File: src/rtl/apb_master_bridge.sv
// APB master bridge: turns a held CPU load/store into a decoded SETUP/ACCESS APB transfer.
// Latency: 3 stall cycles at zero wait, +1 per wait state; 1 on decode error; TIMEOUT+2 on abort.
// Backpressure: core is stalled while the transfer is pending; slaves throttle via PREADY, bounded by TIMEOUT.
module apb_master_bridge #(
    parameter int          NUM_SLAVES = 4,
    parameter logic [15:0] BASE_HI    = 16'h0001,
    parameter int          TIMEOUT    = 255
) (
    input  logic                     PCLK,
    input  logic                     PRESETn,
    input  logic                     cpu_req,
    input  logic                     cpu_we,
    input  logic [31:0]              cpu_addr,
    input  logic [31:0]              cpu_wdata,
    output logic [31:0]              cpu_rdata,
    output logic                     cpu_stall,
    output logic                     cpu_err,
    output logic [31:0]              PADDR,
    output logic [NUM_SLAVES-1:0]    PSEL,
    output logic                     PENABLE,
    output logic                     PWRITE,
    output logic [31:0]              PWDATA,
    input  logic [32*NUM_SLAVES-1:0] PRDATA_in,
    input  logic [NUM_SLAVES-1:0]    PREADY_in,
    input  logic [NUM_SLAVES-1:0]    PSLVERR_in
);
    localparam logic [1:0] ST_IDLE   = 2'd0;
    localparam logic [1:0] ST_SETUP  = 2'd1;
    localparam logic [1:0] ST_ACCESS = 2'd2;
    localparam logic [1:0] ST_RESP   = 2'd3;

    logic [1:0]  state;
    logic [1:0]  sel_idx;
    logic [7:0]  wait_cnt;
    logic        decode_ok;
    logic        sel_ready;
    logic        sel_err;
    logic [31:0] sel_rdata;

    // Decode the live request address: peripheral window and an existing slave slot
    assign decode_ok = (cpu_addr[31:16] == BASE_HI) &&
                       ({30'd0, cpu_addr[13:12]} < 32'(NUM_SLAVES));

    // Response mux: only the addressed slave's PREADY/PRDATA/PSLVERR are looked at
    always_comb begin
        sel_ready = 1'b0;
        sel_err   = 1'b0;
        sel_rdata = '0;
        for (int i = 0; i < NUM_SLAVES; i++) begin
            if (sel_idx == i[1:0]) begin
                sel_ready = PREADY_in[i];
                sel_err   = PSLVERR_in[i];
                sel_rdata = PRDATA_in[32*i +: 32];
            end
        end
    end

    // Select is decoded from state so an async reset drops it without waiting for a clock
    always_comb begin
        PSEL = '0;
        for (int i = 0; i < NUM_SLAVES; i++) begin
            if ((state == ST_SETUP || state == ST_ACCESS) && sel_idx == i[1:0]) begin
                PSEL[i] = 1'b1;
            end
        end
    end

    assign PENABLE   = (state == ST_ACCESS);
    // RESP releases the core; reset also masks the stall
    assign cpu_stall = cpu_req && (state != ST_RESP) && !PRESETn;

    // Transfer sequencing: capture in IDLE, APB phases, completion/abort into RESP
    always_ff @(posedge PCLK or posedge PRESETn) begin
        if (PRESETn) begin
            state     <= ST_IDLE;
            sel_idx   <= '0;
            wait_cnt  <= '0;
            PADDR     <= '0;
            PWRITE    <= 1'b0;
            PWDATA    <= '0;
            cpu_rdata <= '0;
            cpu_err   <= 1'b0;
        end else begin
            case (state)
                ST_IDLE: begin
                    if (cpu_req) begin
                        PADDR     <= cpu_addr;
                        PWRITE    <= cpu_we;
                        PWDATA    <= cpu_wdata;
                        sel_idx   <= cpu_addr[13:12];
                        wait_cnt  <= '0;
                        cpu_rdata <= '0;
                        if (decode_ok) begin
                            cpu_err <= 1'b0;
                            state   <= ST_SETUP;
                        end else begin
                            // Nothing answers this address: report straight away, no bus cycle
                            cpu_err <= 1'b1;
                            state   <= ST_RESP;
                        end
                    end
                end
                ST_SETUP: begin
                    state <= ST_ACCESS;
                end
                ST_ACCESS: begin
                    wait_cnt <= wait_cnt + 8'd1;
                    if (sel_ready) begin
                        cpu_err   <= sel_err;
                        cpu_rdata <= PWRITE ? 32'd0 : sel_rdata;
                        state     <= ST_RESP;
                    end else if (wait_cnt == 8'(TIMEOUT - 1)) begin
                        // This is the TIMEOUT-th access cycle without ready: give up
                        cpu_err   <= 1'b1;
                        cpu_rdata <= '0;
                        state     <= ST_RESP;
                    end
                end
                ST_RESP: begin
                    // Request still held here belongs to the completing instruction
                    state <= ST_IDLE;
                end
                default: begin
                    state <= ST_IDLE;
                end
            endcase
        end
    end
endmodule

File: config.mk
export PLATFORM = sky130hd
export DESIGN_NAME = apb_master_bridge
export DESIGN_NICKNAME = d
export VERILOG_FILES = /design/src/rtl/apb_master_bridge.sv
export SDC_FILE = /design/constraint.sdc
export NUM_CORES = 1
export LEC_CHECK = 0
export ABC_AREA = 1
export CAP_MARGIN = 20
export CELL_PAD_IN_SITES_DETAIL_PLACEMENT = 0
export CELL_PAD_IN_SITES_GLOBAL_PLACEMENT = 2
export CORE_ASPECT_RATIO = 0.9
export CORE_MARGIN = 3
export CORE_UTILIZATION = 18
export DETAILED_ROUTE_END_ITERATION = 16
export PLACE_DENSITY_LB_ADDON = 0.1
export RECOVER_POWER = 50
export SLEW_MARGIN = 40
export SYNTH_ARGS = -nofsm -noshare
export SYNTH_HDL_FRONTEND = slang
export SYNTH_SLANG_ARGS = --single-unit
export TNS_END_PERCENT = 50
File: constraint.sdc
create_clock -name PCLK -period 3.45 [get_ports PCLK]
set_clock_uncertainty 0.05 [all_clocks]
set_input_delay 0.345 -clock PCLK [delete_from_list [all_inputs] [get_ports PCLK]]
set_output_delay 0.345 -clock PCLK [all_outputs]
set_load 0.05 [all_outputs]
==> metrics.md <==
| Metric | Value |
|---|---|
| Status | complete, but fails checks |
| Failing checks | max-capacitance violations, max-slew violations |
| Area growth from synthesis to final layout | 66.9% |
| Via count | 5,829 |
| Worst reg2reg path depth | 10 |
| DRT Pass-1 Iters | 4 |
| Slack of the worst reg-to-reg path | around 1 ns |
| Routability cong. | 0.718 |
| Fin crit share | roughly 76% |
| Final Hold Vio Count | 0 |
| RSZ-0062 raised after global routing | no |
| #FFs+latches synth | about 110 |
| Clk root buf | clkbuf_16 |
| Initial core utilization | 18.6% |
| GRT Residual Overflow | 0 |
| Vias per Instance | 3.92 |
| Largest net degree at the start of global routing | 66 |
| Critical-path maximum fanout | 65 |
| Endpoint type of the worst setup path | async pin |
| Register area share after synthesis | between 40% and 50% |
| Crit-path slowest cell | clkbuf_2 |
| Vias in the first global route | ~6,200 |
| Worst Hold Class | flip-flop to flip-flop |
| FF-to-FF End | cpu_rdata[20]$_DFFE_PP0P_ |
| Placed cell count | ~1,500 |
| Post-synthesis cell count | just under 800 |
| CP Cell Sequence | dlygate4sd3_1 -> clkinvlp_4 -> clkbuf_2 -> buf_4 |
| Pre-CTS WS | about 1.1 ns |
| Post-detail-place hpwl | ~18 mm |
| HP Start | PADDR[20]$_DFFE_PP0P_ |
| Post-synth top area cell | dfrtp_1 |
| Share of cells above drive strength 1 | roughly 6% |
| Syn_nets | around 1,000 |
| Clock Path Buffers | 2 |
| Netlist cell types | 28 |
| Buffers on Ports | slightly above 300 |
| First-pass GRT wire length | 35.7 mm |
| Die area | 0.0335 mm2 |
| Worst r2r src | PADDR[12]$_DFFE_PP0P_ |
| Clk Latency, worst-skew pair | 0.36 ns |
| Clock slew at reported path FFs | approximately 0.07 ns |
| Final Slew Violations | 66 |
| Max Cap Viol | 1 |
| Rel. slew slack | -17.2% |
| Ys Warns | 0 |
| Worst Tran Pin Value | approximately 1.8 ns |
| Mapped cell area | about 0.0056 mm2 |
| CP Data Required Time | approximately 3.8 ns |
| TritonCTS Sinks | 108 |
| Total number of H-tree levels | 3 |
| Post-CTS Setup Bufs | 0 |
| CTS Buf Count | 9 |
| Tmin final | 2.62 ns |
| Startpoint types | input port |
| ANT cells | 0 |
| Synth top area share | between 40% and 50% |
| Final ANT Viol Nets | 0 |
| Setup CP Type | input port to async pin |
| Hold endpoint | PADDR[20]$_DFFE_PP0P_ |
| Endpoints failing setup | 0 |
| Multi-input logic area | 0.00259 mm2 |
| Filler cells | roughly 3,400 |
| Hold_buf cts | 0 |
| Total GRT Usage | between 10% and 20% |
| Fin Hold WS | ~0.43 ns |
| Fmax achieved | around 380 MHz |
| Post-CTS sizing | 0 |
| Final cell count without fillers | about 1,500 |
| Hold Crit Depth | 2 |
| Detailed Route WL | about 23 mm |
| CTS tree | done |
| Residual DRC | 0 |
| Max incr delay on CP | 1.26 ns |
| Initial antenna violation count | 1 |
| Crit path arrival time | ~3 ns |
| Final core occ | between 30% and 40% |
| Final #Nets | approximately 1,300 |
| Core Footprint | 0.0304 mm2 |
| Top cells by area, synth | dfrtp_1 48%, nand2_1 26%, o21ai_0 5.1% |
| Setup TNS | 0 ns |
| Lkg Pwr | between 4 and 5 nW |
| Iter 0 DRT Violations | 175 |
| Die Y | 174 um |
| Row count | 60 |
| Die W | between 150 and 200 um |
| Top Ports | 308 |
| Sequential cell area | approximately 0.0027 mm2 |
| Peak supply drop | around 0.45 mV |
| Final setup margin | approximately 0.83 ns |
| Power Dens Cells | 967 mW/mm2 |
| Mean Syn Cell Area | roughly 7 um2 |
| WL per Instance | 15.8 um |
## worst max-delay path by stage
stage / startpoint / to / slack [ns] / cells after the start
CTS: state[1]$_DFFE_PP0P_ / PSEL[2] / 0.79 / 5
global route: PRESETn / PADDR[5]$_DFFE_PP0P_ / 0.38 / 4
global placement: PRESETn / PWDATA[1]$_DFFE_PP0P_ / 1.05 / 4
detailed placement: PRESETn / cpu_stall / 1.13 / 5
floorplan: PRESETn / cpu_stall / 0.77 / 3
finish: PRESETn / PADDR[4]$_DFFE_PP0P_ / 0.83 / 4
## logic make-up after synthesis
kind of cell	synth area share [%]
and+or+nand+nor	38.6
buffers and inverters	6.31
adders and majority gates	1.11
DFF	47.8
AOI/OAI and AO/OA	6.09
## cells in the mapped netlist, drive strengths merged
| library cell | instances |
|---|---|
| clkbuf | 17 |
| a21oi | 4 |
| nor2 | 57 |
| nor3b | 2 |
| nor3 | 17 |
| buf | 25 |
| o21ai | 61 |
| nand2 | 396 |
| or2 | 30 |
| dfrtp | 108 |
| inv | 36 |
| nand3 | 29 |
| and2 | 1 |
| o21bai | 1 |
| ha | 5 |
| nand4 | 3 |
## flip-flops by register name (all words and copies together), names as in the netlist
register,cells
PADDR,32
PWDATA,32
cpu_rdata,32
wait_cnt,8
state,2
PWRITE,1
cpu_err,1
## layer usage
| layer | GRT usage (%) | vias to the layer above | share of wire (%) |
|---|---|---|---|
| met5 | 0 | - | 0.047 |
| li1 | - | 3019 | - |
| met4 | 2.28 | 2 | 0.70 |
| met2 | 24.3 | 130 | 50 |
| met1 | 16.2 | 2668 | 42 |
| met3 | 5.65 | 10 | 7.9 |
## final cells by class
class | instances | share of cell area (%)
clock inverters | 5 | 0.796
inverters | 36 | 1.50
well taps | 403 | 5.35
repair buffers | 318 | 33.7
clock buffers | 11 | 2.57
flip-flops and latches | 108 | 28.7
multi-input cells | 606 | 27.5
## metrics by stage
stage / cell area [um2] / power, mW
after CTS: 9440 / 9.44
final: 9430 / 9.12
after global routing: 9430 / 9.82
after global placement: 9120 / 8.26
after detailed placement: 9120 / 8.23
after floorplan: 5650 / 6.08
## critical path, delay by kind of cell
| kind | cells | cell delay, ns |
|---|---|---|
| buffers and inverters | 4 | 2.62 |
## where the power goes
part	leakage (nW)	switching, mW	internal (mW)
sequential	1.40	0.334	1.85
clock	0.159	0.486	0.654
combinational	2.94	4.03	1.78
## placed cells by master (no fill, tap or decap)
master	n
nand2_1	393
clkdlybuf4s50_1	261
dfrtp_1	108
o21ai_0	58
nor2_1	56
dlygate4sd3_1	44
inv_1	34
or2_2	29
nand3_1	28
nor3_1	17
buf_4	10
clkbuf_16	9
ha_1	5
a21oi_1	4
nand4_1	3
clkinv_2	3
o21ai_1	2
nand2_2	2
nor3b_1	2
bufinv_16	2
buf_12	2
nor2_4	1
nand3_2	1
or2_1	1
o21ai_4	1
nand2_4	1
inv_4	1
and2_1	1
o21bai_1	1
clkinvlp_4	1
clkbuf_1	1
clkbuf_8	1
clkbuf_2	1
No activity file was read; power rests on OpenSTA's default activity.
